--- src/rtl/i2s_to_pcm_aligned_pkg.sv ---
// Shared constants, channel encoding and width helpers for the I2S to
// PCM1702 aligned converter.
package i2s_to_pcm_aligned_pkg;

  localparam int DAC_BITS_DEF    = 20;
  localparam int SLOT_BITS_DEF   = 32;
  localparam int LOCK_FRAMES_DEF = 2;

  // LRCK level encoding: low selects the left slot.
  typedef enum logic {
    CH_LEFT  = 1'b0,
    CH_RIGHT = 1'b1
  } i2s_ch_e;

  function automatic int clog2(input int value);
    int r;
    r = 0;
    while ((1 << r) < value) r++;
    return r;
  endfunction

  function automatic int frame_bits(input int slot_bits);
    return 2 * slot_bits;
  endfunction

endpackage

--- src/rtl/i2s_to_pcm_aligned_if.sv ---
// Pin bundle between the I2S receiver, the converter and the two DACs.
// The master side drives the I2S pins and MUTE; the slave is the converter.
interface i2s_to_pcm_aligned_if;

  logic LRCK;
  logic DATAIN;
  logic MUTE;
  logic CLKOUTL;
  logic CLKOUTR;
  logic DATAOUTL;
  logic DATAOUTR;
  logic LEOUTL;
  logic LEOUTR;
  logic LOCKED;
  logic LED1;

  modport master (
    output LRCK, DATAIN, MUTE,
    input  CLKOUTL, CLKOUTR, DATAOUTL, DATAOUTR, LEOUTL, LEOUTR, LOCKED, LED1
  );

  modport slave (
    input  LRCK, DATAIN, MUTE,
    output CLKOUTL, CLKOUTR, DATAOUTL, DATAOUTR, LEOUTL, LEOUTR, LOCKED, LED1
  );

endinterface

--- src/rtl/i2s_to_pcm_aligned_dac_serializer.sv ---
// One DAC channel: parallel load at frame start, MSB-first shift while
// enabled, zero on the line whenever not shifting.
module dac_serializer #(
  parameter int WIDTH = 20
) (
  input  logic             clk,
  input  logic             rst_n,
  input  logic             load,
  input  logic [WIDTH-1:0] word,
  input  logic             shift,
  output logic             dout
);

  logic [WIDTH-1:0] sr_q;

  always_ff @(posedge clk or negedge rst_n) begin
    if (!rst_n) begin
      sr_q <= '0;
      dout <= 1'b0;
    end else if (load) begin
      sr_q <= word;
      dout <= 1'b0;
    end else if (shift) begin
      dout <= sr_q[WIDTH-1];
      sr_q <= {sr_q[WIDTH-2:0], 1'b0};
    end else begin
      dout <= 1'b0;
    end
  end

endmodule

--- src/rtl/i2s_to_pcm_aligned.sv ---
// I2S deserialiser feeding two PCM1702-style DACs with a shared latch strobe,
// plus frame-sync checking, lock tracking and frame-boundary muting.
module i2s_to_pcm_aligned
  import i2s_to_pcm_aligned_pkg::*;
#(
  parameter int DAC_BITS    = DAC_BITS_DEF,
  parameter int SLOT_BITS   = SLOT_BITS_DEF,
  parameter int LOCK_FRAMES = LOCK_FRAMES_DEF
) (
  input  logic                  BCK,
  input  logic                  RSTN,
  i2s_to_pcm_aligned_if.slave   bus
);

  localparam int FRAME_BITS = frame_bits(SLOT_BITS);
  localparam int CNT_W      = clog2(FRAME_BITS);
  localparam int GOOD_W     = clog2(LOCK_FRAMES + 1);

  localparam logic [CNT_W-1:0]  LAST_CYC  = CNT_W'(FRAME_BITS - 1);
  localparam logic [CNT_W-1:0]  RISE_PREV = CNT_W'(SLOT_BITS - 1);
  localparam logic [CNT_W-1:0]  L_FIRST   = CNT_W'(1);
  localparam logic [CNT_W-1:0]  L_LAST    = CNT_W'(DAC_BITS);
  localparam logic [CNT_W-1:0]  R_FIRST   = CNT_W'(SLOT_BITS + 1);
  localparam logic [CNT_W-1:0]  R_LAST    = CNT_W'(SLOT_BITS + DAC_BITS);
  localparam logic [CNT_W-1:0]  LE_CYC    = CNT_W'(DAC_BITS + 1);
  localparam logic [GOOD_W-1:0] GOOD_MAX  = GOOD_W'(LOCK_FRAMES);

  i2s_ch_e              lrck_q;
  logic [CNT_W-1:0]     cnt_q;
  logic [CNT_W-1:0]     cnt_d;
  logic                 rise_ok_q;
  logic                 err_q;
  logic [GOOD_W-1:0]    good_q;
  logic [GOOD_W-1:0]    good_d;
  logic                 armed_q;
  logic                 le_n_q;
  logic                 le_n_d;
  logic [DAC_BITS-1:0]  cap_l_q;
  logic [DAC_BITS-1:0]  cap_r_q;
  logic [DAC_BITS-1:0]  word_l;
  logic [DAC_BITS-1:0]  word_r;
  logic                 rise;
  logic                 fall;
  logic                 frame_end;
  logic                 frame_good;
  logic                 pass_data;
  logic                 cap_l_en;
  logic                 cap_r_en;
  logic                 dout_l;
  logic                 dout_r;

  always_comb begin
    rise       = (lrck_q == CH_LEFT)  && (bus.LRCK == CH_RIGHT);
    fall       = (lrck_q == CH_RIGHT) && (bus.LRCK == CH_LEFT);
    // A missing fall closes the frame at the last cycle anyway, so the
    // counter never runs past one frame.
    frame_end  = fall || (cnt_q == LAST_CYC);
    cnt_d      = frame_end ? '0 : cnt_q + CNT_W'(1);
    frame_good = fall && (cnt_q == LAST_CYC) && rise_ok_q && !err_q;

    good_d = '0;
    if (frame_good) begin
      good_d = (good_q == GOOD_MAX) ? good_q : good_q + GOOD_W'(1);
    end

    // Lock is judged with the frame that is closing now, so data flows on
    // the very frame boundary where LOCKED rises.
    pass_data = frame_good && (good_d == GOOD_MAX) && !bus.MUTE;
    word_l    = pass_data ? cap_l_q : '0;
    word_r    = pass_data ? cap_r_q : '0;

    cap_l_en = (cnt_d >= L_FIRST) && (cnt_d <= L_LAST);
    cap_r_en = (cnt_d >= R_FIRST) && (cnt_d <= R_LAST);
    le_n_d   = !(armed_q && (cnt_d == LE_CYC));
  end

  always_ff @(posedge BCK or negedge RSTN) begin
    if (!RSTN) begin
      lrck_q    <= CH_RIGHT;
      cnt_q     <= '0;
      rise_ok_q <= 1'b0;
      err_q     <= 1'b0;
      good_q    <= '0;
      armed_q   <= 1'b0;
      le_n_q    <= 1'b1;
      cap_l_q   <= '0;
      cap_r_q   <= '0;
    end else begin
      lrck_q <= i2s_ch_e'(bus.LRCK);
      cnt_q  <= cnt_d;
      le_n_q <= le_n_d;

      if (frame_end) begin
        rise_ok_q <= 1'b0;
        err_q     <= rise;
        good_q    <= good_d;
        if (good_d != '0) armed_q <= 1'b1;
      end else if (rise) begin
        if (cnt_q == RISE_PREV) rise_ok_q <= 1'b1;
        else                    err_q     <= 1'b1;
      end

      if (cap_l_en) cap_l_q <= {cap_l_q[DAC_BITS-2:0], bus.DATAIN};
      if (cap_r_en) cap_r_q <= {cap_r_q[DAC_BITS-2:0], bus.DATAIN};
    end
  end

  dac_serializer #(.WIDTH(DAC_BITS)) u_ser_l (
    .clk   (BCK),
    .rst_n (RSTN),
    .load  (frame_end),
    .word  (word_l),
    .shift (cap_l_en),
    .dout  (dout_l)
  );

  dac_serializer #(.WIDTH(DAC_BITS)) u_ser_r (
    .clk   (BCK),
    .rst_n (RSTN),
    .load  (frame_end),
    .word  (word_r),
    .shift (cap_l_en),
    .dout  (dout_r)
  );

  assign bus.CLKOUTL  = ~BCK;
  assign bus.CLKOUTR  = ~BCK;
  assign bus.DATAOUTL = dout_l;
  assign bus.DATAOUTR = dout_r;
  assign bus.LEOUTL   = le_n_q;
  assign bus.LEOUTR   = le_n_q;
  assign bus.LOCKED   = (good_q == GOOD_MAX);
  assign bus.LED1     = ~bus.LOCKED;

endmodule
--- src/flat_wrapper.sv ---
// flat-port wrapper written by rule: the top's interface ports become plain ports
module i2s_to_pcm_aligned_flat import i2s_to_pcm_aligned_pkg::*;
#(
  parameter int DAC_BITS    = DAC_BITS_DEF,
  parameter int SLOT_BITS   = SLOT_BITS_DEF,
  parameter int LOCK_FRAMES = LOCK_FRAMES_DEF
)
  (BCK, RSTN, bus_LRCK, bus_DATAIN, bus_MUTE, bus_CLKOUTL, bus_CLKOUTR, bus_DATAOUTL, bus_DATAOUTR, bus_LEOUTL, bus_LEOUTR, bus_LOCKED, bus_LED1);
  i2s_to_pcm_aligned_if bus_i ();
  input  logic BCK;
  input  logic RSTN;
  input wire logic [$bits(bus_i.LRCK)-1:0] bus_LRCK;
  input wire logic [$bits(bus_i.DATAIN)-1:0] bus_DATAIN;
  input wire logic [$bits(bus_i.MUTE)-1:0] bus_MUTE;
  output wire logic [$bits(bus_i.CLKOUTL)-1:0] bus_CLKOUTL;
  output wire logic [$bits(bus_i.CLKOUTR)-1:0] bus_CLKOUTR;
  output wire logic [$bits(bus_i.DATAOUTL)-1:0] bus_DATAOUTL;
  output wire logic [$bits(bus_i.DATAOUTR)-1:0] bus_DATAOUTR;
  output wire logic [$bits(bus_i.LEOUTL)-1:0] bus_LEOUTL;
  output wire logic [$bits(bus_i.LEOUTR)-1:0] bus_LEOUTR;
  output wire logic [$bits(bus_i.LOCKED)-1:0] bus_LOCKED;
  output wire logic [$bits(bus_i.LED1)-1:0] bus_LED1;
  assign bus_i.LRCK = bus_LRCK;
  assign bus_i.DATAIN = bus_DATAIN;
  assign bus_i.MUTE = bus_MUTE;
  assign bus_CLKOUTL = bus_i.CLKOUTL;
  assign bus_CLKOUTR = bus_i.CLKOUTR;
  assign bus_DATAOUTL = bus_i.DATAOUTL;
  assign bus_DATAOUTR = bus_i.DATAOUTR;
  assign bus_LEOUTL = bus_i.LEOUTL;
  assign bus_LEOUTR = bus_i.LEOUTR;
  assign bus_LOCKED = bus_i.LOCKED;
  assign bus_LED1 = bus_i.LED1;
  i2s_to_pcm_aligned #(.DAC_BITS(DAC_BITS), .SLOT_BITS(SLOT_BITS), .LOCK_FRAMES(LOCK_FRAMES)) u_core (.BCK(BCK), .RSTN(RSTN), .bus(bus_i));
endmodule
--- config.mk ---
export PLATFORM = sky130hd
export DESIGN_NAME = i2s_to_pcm_aligned_flat
export DESIGN_NICKNAME = d
export VERILOG_FILES = /design/src/rtl/i2s_to_pcm_aligned_pkg.sv /design/src/rtl/i2s_to_pcm_aligned_if.sv /design/src/rtl/i2s_to_pcm_aligned_dac_serializer.sv /design/src/rtl/i2s_to_pcm_aligned.sv /design/src/flat_wrapper.sv
export SDC_FILE = /design/constraint.sdc
export NUM_CORES = 1
export LEC_CHECK = 0
export ABC_AREA = 1
export ABC_CLOCK_PERIOD_IN_PS = 3700
export BUFFER_PORTS_ARGS = -buffer_cell sky130_fd_sc_hd__buf_2
export CAP_MARGIN = 20
export CORE_ASPECT_RATIO = 0.6
export CORE_MARGIN = 3
export CORE_UTILIZATION = 30
export CTS_BUF_LIST = sky130_fd_sc_hd__clkbuf_2 sky130_fd_sc_hd__clkbuf_4 sky130_fd_sc_hd__clkbuf_8
export CTS_CLUSTER_DIAMETER = 80
export DETAILED_ROUTE_END_ITERATION = 8
export PLACE_DENSITY_LB_ADDON = 0.12
export SLEW_MARGIN = 5
export SYNTH_ARGS = -nofsm -noshare
export SYNTH_HDL_FRONTEND = slang
export SYNTH_HIERARCHICAL = 1
export SYNTH_SLANG_ARGS = --single-unit
--- constraint.sdc ---
create_clock -name BCK -period 3.7 [get_ports BCK]
set_input_delay 0.37 -clock BCK [delete_from_list [all_inputs] [get_ports BCK]]
set_output_delay 0.37 -clock BCK [all_outputs]
set_load 0.05 [all_outputs]
======== Yosys cells after proc, flatten, opt, wreduce, memory -nomap -nowiden ========
Cells that the tools add are included.
cells by class
  add/sub/neg operators ................... 2
  $lt $le $gt $ge ......................... 4
  equal/unequal tests ..................... 6
  muxes and demuxes ....................... 19
  bitwise gates (word level) .............. 4
  reduce and logical (&&, ||, !) cells .... 21
operators with widths
  operator             count
  $mux 20              6
  $eq 6x5->1 const B   2
  $logic_and 1x1->1    10
  $mux 1               10
  $reduce_bool 2->1    4
  $add 6x1->6 const B  1
  $eq 6x6->1 const B   1
  $ge 6x1->1 const B   1
  $ge 6x6->1 const B   1
  $le 6x5->1 const B   1
  $le 6x6->1 const B   1
  $mux 6               1
  $reduce_and 2->1     3
  $eq 2x2->1 const B   2
  $mux 2               2
  $not 1->1            4
  $logic_not 1->1      3
  $add 2x1->2 const B  1
  $ne 2x1->1 const B   1
  $logic_or 1x1->1     1
word-level totals
  register bits ........................... 95
  input port bits ......................... 5
  output and inout port bits .............. 8
  word-level logic and storage cells ...... 69

======== Longest topological paths before layout ========
Gate-level depths: netlist (run 1).
  depth after elaboration ................. 11
  depth in mapped cells ................... 15
  mapped depth without buffers ............ 13

======== Hierarchy ========
Netlist (run 1), hierarchy kept.
by module, submodules not included
  module              instances  cells an instance  area an instance (µm²)  sequential area each (µm²)
  i2s_to_pcm_aligned  1          349                2,633.8                 1,328.8
  dac_serializer      2          111                925.9                   525.5

==> results of run 1 <==
[synth_stat cells]
| master | n | area share |
|---|---|---|
| xor2_1 | 1 | 0.0020 |
| nand3_1 | 85 | 0.095 |
| o22ai_1 | 1 | 0.0014 |
| nor2_1 | 54 | 0.045 |
| buf_6 | 2 | 0.0050 |
| inv_1 | 61 | 0.051 |
| a21oi_1 | 1 | 0.0011 |
| clkbuf_1 | 10 | 0.0084 |
| inv_2 | 2 | 0.0017 |
| o21ai_1 | 2 | 0.0022 |
| nor3_1 | 1 | 0.0011 |
| nand4_1 | 43 | 0.060 |
| nor2_2 | 1 | 0.0014 |
| dfstp_2 | 2 | 0.012 |
| buf_2 | 20 | 0.022 |
| o21ai_0 | 4 | 0.0045 |
| ha_1 | 3 | 0.0084 |
| dfrtp_1 | 93 | 0.52 |
| buf_4 | 4 | 0.0067 |
| nand3b_1 | 1 | 0.0017 |
| nand2_1 | 180 | 0.15 |
[final cells by class]
cell class | instances | area (sq um)
fillers | 1511 | 9170
flip-flops and latches | 95 | 2380
multi-input cells | 377 | 1680
well taps | 192 | 240
inverters | 62 | 233
repair buffers | 24 | 158
clock buffers | 12 | 141
clock inverters | 8 | 123
[power groups by stage]
stage,logic [mW],clock network [mW],registers [mW]
floorplan,0.407,0.106,1.22
global placement,0.543,0.108,1.25
detailed placement,0.550,0.108,1.25
CTS,0.552,1.00,1.23
global route,0.636,1.04,1.24
finish,0.548,0.959,1.23
[layer usage]
metal	up-vias	wire length (um)	part of all wire
met5	-	0	0
met3	9	397	0.037
met2	62	4110	0.39
li1	1818	-	-
met1	1742	6050	0.57
met4	0	102	0.0096
[cell families after synthesis]
group,Yosys count,synth area share
AND/OR/NAND/NOR,365,0.355
buffers and inverters,99,0.0951
flip-flops,95,0.531
AO/OA/AOI/OAI,8,0.00921
adder cells (fa/ha/maj),3,0.00837
XOR/XNOR,1,0.00195
[flip-flops by register name, summed over array words and instances (netlist names)]
name	count
u_core/cnt_q	6
u_core/rise_ok_q	1
u_core/bus.LEOUTL	1
u_core/err_q	1
u_core/lrck_q	1
u_core/good_q	2
u_core/u_ser_r/sr_q	20
u_core/cap_r_q	20
u_core/cap_l_q	20
u_core/u_ser_l/sr_q	20
u_core/u_ser_r/dout	1
u_core/u_ser_l/dout	1
u_core/armed_q	1
[per-stage QoR]
step	worst slack, ps	std cells	instance area [sq um]
2_1_floorplan	888	571	4490
3_3_place_gp	1030	753	4710
3_5_place_dp	1030	753	4710
4_1_cts	804	770	4960
5_1_grt	706	770	4960
6_report	833	770	4960
[final timing paths]
kind / start / to / slack, ps / cells past startpoint
setup / recovery: BCK / bus_CLKOUTL / 830 / 4
hold / removal: RSTN / u_core/u_ser_l/dout / 40 / 1
setup reg to reg: u_core/cnt_q[0] / u_core/u_ser_r/sr_q[13] / 1000 / 14
hold reg to reg: u_core/cap_l_q[19] / u_core/cap_l_q[19] / 490 / 2
max in group asynchronous: RSTN / u_core/bus.LEOUTL / 2780 / 2
min in group BCK: bus_LRCK / u_core/lrck_q / 140 / 1
==> reports/qor.yml, run 1 <==
core.rowCount: 33
final_util: 0.351
yosys.cell_types.count: 21
skew_ps: 14.5
status: "completed"
h-tree-depth: 3
numCtsBuffers: 9
holdWs_ps: 35.9
cap_viol_max_count: 0
worst-path-buf-inv: 4
slowest_delay_ps: 250
cts_setup_buffers: 0
use_met2: 0.190
nNetsFinal: 581
wire_per_inst_um: 13.8
portBuffers: 12
p_leak_nw: 2.46
layout_commonest_cell: "nand2_1"
drt_iter0_drc: 298
syn-cell-area_sq_um: 4490
crit_path_end_kind: "output pin"
dieHeight_um: 101
p_int_mw: 1.77
synth_nets: 579
antenna_found_initial: 0
cts_resized: 0
combPwrFrac: 0.201
grt_first_pass_wirelength_um: 18300
grt-busiest-layer: "met1"
routed_wl_um: 10700
fin_setup_tns_ps: 0
layout_common_cells: "nand2_1, dfrtp_1, nand3_1"
cts.reportedPaths.clkPinSlew_ps: 100
layout-drive-gt1-share: 0.0830
grt_overflow: 0
clock_latency_ps: 370
slew_viol_final: 0
switching_power_mw: 0.968
clockBufferDepth: 2
initial_utilization: 0.318
vias: 3631
ys_seq_area_frac: 0.531
postCtsHoldBufs: 0
cts_tree: "yes"
core_area_sq_um: 14100
critical_path.max_fanout: 16
crit_family: "buffers and inverters"
yosysWarnings: 6
ant_nets: 0
viasPerCell: 4.72
ir_drop_v: 0.000429
dp_hpwl_um: 6300
finalSetupViolCount: 0
hold_viol: 0
area_growth_syn_to_layout_pct: 10.5
power_mw: 2.73
rsz0062_at_grt: "false"
die_w_um: 164
crit_top_cell: "clkbuf_8"
clockPowerShare: 0.351
slew-limit-headroom: 0.422
dr.pass1.iters: 4
holdCritPathClass: "input pin to asynchronous set/reset pin"
critPathSlowestCell: "buf_2"
antenna_cells: 0
critical_path_class: "clock port to output pin"
critPathArrivalTime_ps: 2500
dieArea_sq_um: 16500
synth_area_per_cell_sq_um: 7.86
tightest_slew_ps: 864
io_pins: 13
drc: 0
synth-seq-cells: 95
use_met1: 0.223
root_buffer: "clkbuf_8"
required_ps: 3330
swShare: 0.354
path_cells: "clkbuf_8 -> clkbuf_8 -> inv_1 -> buf_2"
grt_pass1_vias: 3549
power.density_nw_per_um2: 552
synthCells: 571
track_usage: 0.140
grtUsageMet3: 0.0324
seqPwrFrac: 0.449
place.gp.congestion: 0.810
critPathLaunchType: "clock port"
grt_max_degree: 55
No activity file was read; power rests on OpenSTA's default activity.
==> inputs of run 2 (changes only) <==
--- a/config.mk
+++ b/config.mk
@@ -6,7 +6,7 @@
 export NUM_CORES = 1
 export LEC_CHECK = 0
 export ABC_AREA = 1
-export ABC_CLOCK_PERIOD_IN_PS = 3700
+export ABC_CLOCK_PERIOD_IN_PS = 2500
 export BUFFER_PORTS_ARGS = -buffer_cell sky130_fd_sc_hd__buf_2
 export CAP_MARGIN = 20
 export CORE_ASPECT_RATIO = 0.6
==> constraint.sdc (replaced) <==
create_clock -name BCK -period 2.5 [get_ports BCK]
set_input_delay 0.25 -clock BCK [delete_from_list [all_inputs] [get_ports BCK]]
set_output_delay 0.25 -clock BCK [all_outputs]
set_load 0.05 [all_outputs]
==> run 2 against run 1 <==
Flip-flop and latch count did not move; critical path type is now register to register; total power is 50% higher; final area increased by 2.5%; largest power group unchanged; clock skew is 5.0 ps lower; core utilization up 0.87 points; cell count grew 0.78%; die area unchanged; global-route usage fell by 0.50 points; via count up 0.28%.
==> reports/qor.yml, run 2 (synthesis gave the netlist of run 1 again) <==
vias: 3641  # was 3,631
crit_path_end_kind: "register"  # was output pin
crit_path_start: "u_core/cnt_q[0]"  # was BCK
slew-limit-headroom: 0.644  # was 0.422
place.gp.congestion: 0.862  # was 0.810
dp.cells: 756  # was 753
wire_per_inst_um: 13.8  # about the same
layout.cells.non_filler: 776  # was 770
fin_crit_ps: 2290
grt_first_pass_wirelength_um: 17800  # was 18,300 um
p_leak_nw: 2.51  # was 2.46 nW
post_dp_cell_area_sq_um: 4760  # was 4710 sq um
area_growth_syn_to_layout_pct: 13.2  # was 10.5%
layout_commonest_cell: "nand2_1"  # unchanged
h-tree-depth: 3  # unchanged
grt_overflow: 0  # unchanged
layout-drive-gt1-share: 0.0959  # was 0.0830
slew_viol_final: 0  # unchanged
viasPerCell: 4.69  # was 4.72
critPathArrivalTime_ps: 2530  # was 2500 ps
status: "completed"  # unchanged
tightest_slew_ps: 534  # was 864 ps
die_w_um: 164  # unchanged
dieArea_sq_um: 16500  # unchanged
cts_tree: "yes"  # unchanged
layout_common_cells: "nand2_1, dfrtp_1, nand3_1"  # unchanged
reg2reg_depth: 13  # was 14
period_share: 0.916
antenna_cells: 0  # unchanged
numCtsBuffers: 9  # unchanged
drc: 0  # unchanged
clock_latency_ps: 360  # was 370 ps
portBuffers: 12  # unchanged
rr_endpoint: "u_core/u_ser_l/sr_q[19]"  # was u_core/u_ser_r/sr_q[13]
root_buffer: "clkbuf_8"  # unchanged
finalSetupViolCount: 0  # unchanged
dr.pass1.iters: 6  # was 4
holdCritPathClass: "input pin to register"  # was input pin to asynchronous set/reset pin
endpoint: "u_core/u_ser_l/sr_q[19]"  # was bus_CLKOUTL
track_usage: 0.135  # was 0.140
cap_viol_max_count: 0  # unchanged
critPathLaunchType: "register"  # was clock port
r2r_slack_ps: 210  # was 1000 ps
io_pins: 13  # unchanged
grt_max_degree: 96  # was 55
critical_path_class: "register to register"  # was clock port to output pin
power_mw: 4.11  # was 2.73 mW
grt_pass1_vias: 3588  # was 3,549
fmaxAchievable_ghz: 0.437
required_ps: 2740  # was 3330 ps
routed_wl_um: 10700  # about the same
initial_utilization: 0.318  # unchanged
dieHeight_um: 101  # unchanged
clockBufferDepth: 2  # unchanged
skew_ps: 9.43  # was 14.5 ps
cts_setup_buffers: 0  # unchanged
critical_path.max_fanout: 21  # was 16
antenna_found_initial: 0  # unchanged
dp_hpwl_um: 6450  # was 6300 um
drt_iter0_drc: 182  # was 298
finalInstanceArea_sq_um: 5080  # was 4960 sq um
core.rowCount: 33  # unchanged
core_area_sq_um: 14100  # unchanged
hold_viol: 0  # unchanged
ir_drop_v: 0.000701  # was 0.000429 V
nNetsFinal: 587  # was 581
cts.reportedPaths.clkPinSlew_ps: 100  # about the same
r2r-start: "u_core/cnt_q[0]"  # unchanged
power.density_nw_per_um2: 808  # was 552 nW/um^2
ant_nets: 0  # unchanged
==> run 2: timing repair <==
item,in CTS,in global routing
resized for setup,0,10
setup endpoints to repair,0,60
hold buffers,2,0
endpoints found under the hold margin,94,0
==> run 2: power by group <==
| group | internal [mW] | switching, mW |
|---|---|---|
| clock | 0.643 | 0.713 |
| sequential | 1.69 | 0.126 |
| combinational | 0.296 | 0.637 |
==> run 2: how the worst min path moves through the flow <==
stage	start	end	cells past startpoint	slack, ps
6_report	bus_DATAIN	u_core/cap_l_q[0]	3	170
5_1_grt	bus_DATAIN	u_core/cap_l_q[0]	3	160
4_1_cts	bus_DATAIN	u_core/cap_l_q[0]	3	140
3_5_place_dp	RSTN	u_core/u_ser_l/sr_q[9]	2	360
3_3_place_gp	RSTN	u_core/u_ser_l/sr_q[9]	2	360
2_1_floorplan	RSTN	u_core/armed_q	0	-50
==> run 2: layer usage <==
layer / track usage / vias up / share of wire
met5: 0 / - / 0
met4: 0.0364 / 0 / 0.0052
met3: 0.0333 / 4 / 0.039
met2: 0.196 / 65 / 0.41
met1: 0.200 / 1739 / 0.55
li1: - / 1833 / -
==> run 2: layout make-up <==
class,instances,area (sq um)
Clock buffer,11,134
Clock inverter,9,115
Fill cell,1510,9040
Inverter,62,233
Multi-Input combinational cell,377,1700
Sequential cell,95,2380
Tap cell,192,240
Timing Repair Buffer,30,278
==> run 2: metrics by stage <==
stage	hold WS, ps	setup slack [ps]	setup TNS [ps]	util
finish	165	210	0	0.360
global route	163	-8.39	-8.39	0.360
CTS	144	54.5	0	0.355
detailed placement	357	92.1	0	0.337
global placement	356	219	0	0.337
floorplan	-45.6	408	0	-
==> run 2: critical path, cell delays in order (launching register included) <==
cell and delay [ps]:
dfrtp_1 420, ha_2 230, xor2_2 210, nand3_1 160
nor2_1 160, nand2_1 60, nand2_1 90, nand3_1 110
inv_2 150, buf_12 190, nor2_1 70, buf_6 160
nand2_1 80, nand3_1 60
==> inputs of run 3 (changes only) <==
--- a/config.mk
+++ b/config.mk
@@ -12,12 +12,12 @@
 export CORE_ASPECT_RATIO = 0.6
 export CORE_MARGIN = 3
 export CORE_UTILIZATION = 30
-export CTS_BUF_LIST = sky130_fd_sc_hd__clkbuf_2 sky130_fd_sc_hd__clkbuf_4 sky130_fd_sc_hd__clkbuf_8
+export CTS_BUF_LIST = sky130_fd_sc_hd__clkbuf_4 sky130_fd_sc_hd__clkbuf_8
 export CTS_CLUSTER_DIAMETER = 80
 export DETAILED_ROUTE_END_ITERATION = 8
 export PLACE_DENSITY_LB_ADDON = 0.12
+export SETUP_SLACK_MARGIN = 0.1
 export SLEW_MARGIN = 5
 export SYNTH_ARGS = -nofsm -noshare
 export SYNTH_HDL_FRONTEND = slang
-export SYNTH_HIERARCHICAL = 1
 export SYNTH_SLANG_ARGS = --single-unit
==> run 3 against run 2 <==
Non-clock buffer count fell by 7; critical path depth shrank 9; flip-flop and latch count did not move; wire length decreased by 20%; synthesized cell count decreased by 8.6%; core utilization decreased by 1.6 points; register-to-register slack better by 180 ps; die area down 3.9%; clock-buffer cell count grew 5; largest cell class unchanged.
==> reports/qor.yml, run 3 <==
status: "completed"  # unchanged
rr_endpoint: "u_core.cap_r_q[4]"  # was u_core/u_ser_l/sr_q[19]
async_flop_share: 1.00  # unchanged
layout_common_cells: "nand2_1, dfrtp_1, inv_1"  # was nand2_1, dfrtp_1, nand3_1
switching_power_mw: 1.28  # was 1.48 mW
synth_flop_cell: "dfrtp_1"  # unchanged
synth_area_per_cell_sq_um: 8.24  # was 7.86 sq um
rsz0062_at_grt: "false"
numCtsBuffers: 9  # unchanged
p_int_mw: 2.46  # was 2.63 mW
io_pins: 13  # unchanged
synthTopCellsByCount: "nand2_1, dfrtp_1, inv_1, o21ai_1, nand3_1"  # was nand2_1, dfrtp_1, nand3_1, inv_1, nor2_1
clockPowerShare: 0.324  # was 0.330
power.density_nw_per_um2: 787  # was 808 nW/um^2
critPathLaunchType: "clock port"  # was register
h-tree-depth: 3  # unchanged
syn-cell-area_sq_um: 4300  # was 4490 sq um
cts_tree: "yes"  # unchanged
fin_setup_tns_ps: 0  # unchanged
pre_cts_slack_ps: 419  # was 92.1 ps
cts_resized: 0  # unchanged
required_ps: 2250  # was 2740 ps
combPwrFrac: 0.196  # was 0.227
place.gp.congestion: 0.807  # was 0.862
grt_pass1_vias: 3121  # was 3,588
nNetsFinal: 535  # was 587
ys_top_cells_by_area: "dfrtp_1, nand2_1, o21ai_1, inv_1, nand3_1"  # was dfrtp_1, nand2_1, nand3_1, nand4_1, inv_1
slew_viol_final: 0  # unchanged
yosys.cell_types.count: 23  # was 21
cts.reportedPaths.clkPinSlew_ps: 90  # was 100 ps
dp_hpwl_um: 5300  # was 6450 um
cap_viol_max_count: 0  # unchanged
synth_nets: 530  # was 579
holdPathStages: 3  # unchanged
synthCells: 522  # was 571
cts_setup_buffers: 0  # unchanged
critical_path_class: "clock port to output pin"  # was register to register
viasPerCell: 4.35  # was 4.69
finalSetupViolCount: 0  # unchanged
min_to: "u_core.cap_l_q[0]"  # was u_core/cap_l_q[0]
clock_latency_ps: 360  # about the same
track_usage: 0.118  # was 0.135
core_area_sq_um: 13800  # was 14,100 sq um
layout_setup_ws_ps: 363  # was 210 ps
synth-seq-cells: 95  # unchanged
antenna_found_initial: 0  # unchanged
grt_first_pass_wirelength_um: 15400  # was 17,800 um
grt_max_degree: 53  # was 96
skew_ps: 12.2  # was 9.43 ps
core.rowCount: 33  # unchanged
reg2reg_depth: 10  # was 13
die_w_um: 161  # was 164 um
slew-limit-headroom: 0.511  # was 0.644
clockBufferDepth: 2  # unchanged
layout_commonest_cell: "nand2_1"  # unchanged
crit_path_end_kind: "output pin"  # was register
layout-drive-gt1-share: 0.0921  # was 0.0959
ir_drop_v: 0.000698  # was 0.000701 V
power_mw: 3.74  # was 4.11 mW
drc: 0  # unchanged
tightest_slew_ps: 733  # was 534 ps
synth_edf_count: 0  # unchanged
p_leak_nw: 2.30  # was 2.51 nW
area_growth_syn_to_layout_pct: 10.6  # was 13.2%
r2r_slack_ps: 390  # was 210 ps
swShare: 0.343  # was 0.359
routed_wl_um: 8490  # was 10,700 um
postCtsHoldBufs: 2  # unchanged
ant_nets: 0  # unchanged
dr.pass1.iters: 5  # was 6
drt_iter0_drc: 213  # was 182
hp-start: "bus_DATAIN"  # unchanged
antenna_cells: 0  # unchanged
critical_path.max_fanout: 13  # was 21
critPathArrivalTime_ps: 1890  # was 2530 ps
portBuffers: 12  # unchanged
r2r-start: "u_core.cnt_q[0]"  # was u_core/cnt_q[0]
dieHeight_um: 98.7  # was 101 um
holdCritPathClass: "input pin to register"  # unchanged
grt_overflow: 0  # unchanged
initial_utilization: 0.311  # was 0.318
vias: 3147  # was 3,641
synth_top_area_frac: 0.541  # was 0.519
dieArea_sq_um: 15900  # was 16,500 sq um
ys_seq_area_frac: 0.553  # was 0.531
root_buffer: "clkbuf_8"  # unchanged
yosysWarnings: 0  # was 6
wire_per_inst_um: 11.7  # was 13.8 um
synthMostInstantiatedCell: "nand2_1"  # unchanged
seqPwrFrac: 0.480  # was 0.443
hold_viol: 0  # unchanged
yosysTopAreaCell: "dfrtp_1"  # unchanged
==> run 3: cell families after synthesis <==
logic type	after synthesis	synth area share
flip-flops	95	0.553
AND/OR/NAND/NOR	244	0.239
adder cells (fa/ha/maj)	3	0.00873
buffers and inverters	96	0.100
XOR/XNOR	1	0.00204
AO/OA/AOI/OAI	83	0.0966
==> run 3: cell type report <==
cell class | instances | area, sq um
fillers | 1475 | 9080
clock inverters | 4 | 32.5
repair buffers | 23 | 180
inverters | 63 | 236
well taps | 192 | 240
multi-input cells | 331 | 1500
clock buffers | 16 | 190
flip-flops and latches | 95 | 2380
==> run 3: worst max-delay path: stages <==
cell	delay, ps
clkbuf_8	160
clkbuf_8	180
inv_1	50
buf_2	250
==> run 3: worst max path at each step <==
stage	from	to	slack, ps
finish	BCK	bus_CLKOUTR	360
detailed placement	u_core.cnt_q[0]	u_core.u_ser_r.sr_q[3]	420
floorplan	BCK	bus_CLKOUTR	410
global route	u_core.cnt_q[0]	u_core.u_ser_r.sr_q[11]	120
CTS	BCK	bus_CLKOUTR	330
global placement	u_core.cnt_q[0]	u_core.u_ser_r.sr_q[3]	420
==> run 3: stage by stage <==
step                      cell area [sq um]  cells  hold WS (ps)   util
after global routing                   4760    724           129  0.344
after floorplan                        4300    522         -45.6      -
final                                  4760    724           151  0.344
after global placement                 4530    705           363  0.327
after detailed placement               4530    705           364  0.327
after CTS                              4760    724           123  0.344
==> run 3: power groups by stage <==
stage / Clock [mW] / Combinational, mW / Sequential [mW]
detailed placement: 0.160 / 0.748 / 1.82
finish: 1.21 / 0.734 / 1.80
global placement: 0.160 / 0.745 / 1.82
CTS: 1.27 / 0.754 / 1.80
global route: 1.34 / 0.850 / 1.82
floorplan: 0.157 / 0.576 / 1.80
==> run 3: layer usage <==
| layer | vias up | routed length [um] | track usage |
|---|---|---|---|
| li1 | 1638 | - | - |
| met1 | 1454 | 4700 | 0.179 |
| met2 | 47 | 3410 | 0.164 |
| met3 | 8 | 310 | 0.0344 |
| met4 | 0 | 61 | 0.0320 |
| met5 | - | 0 | 0 |
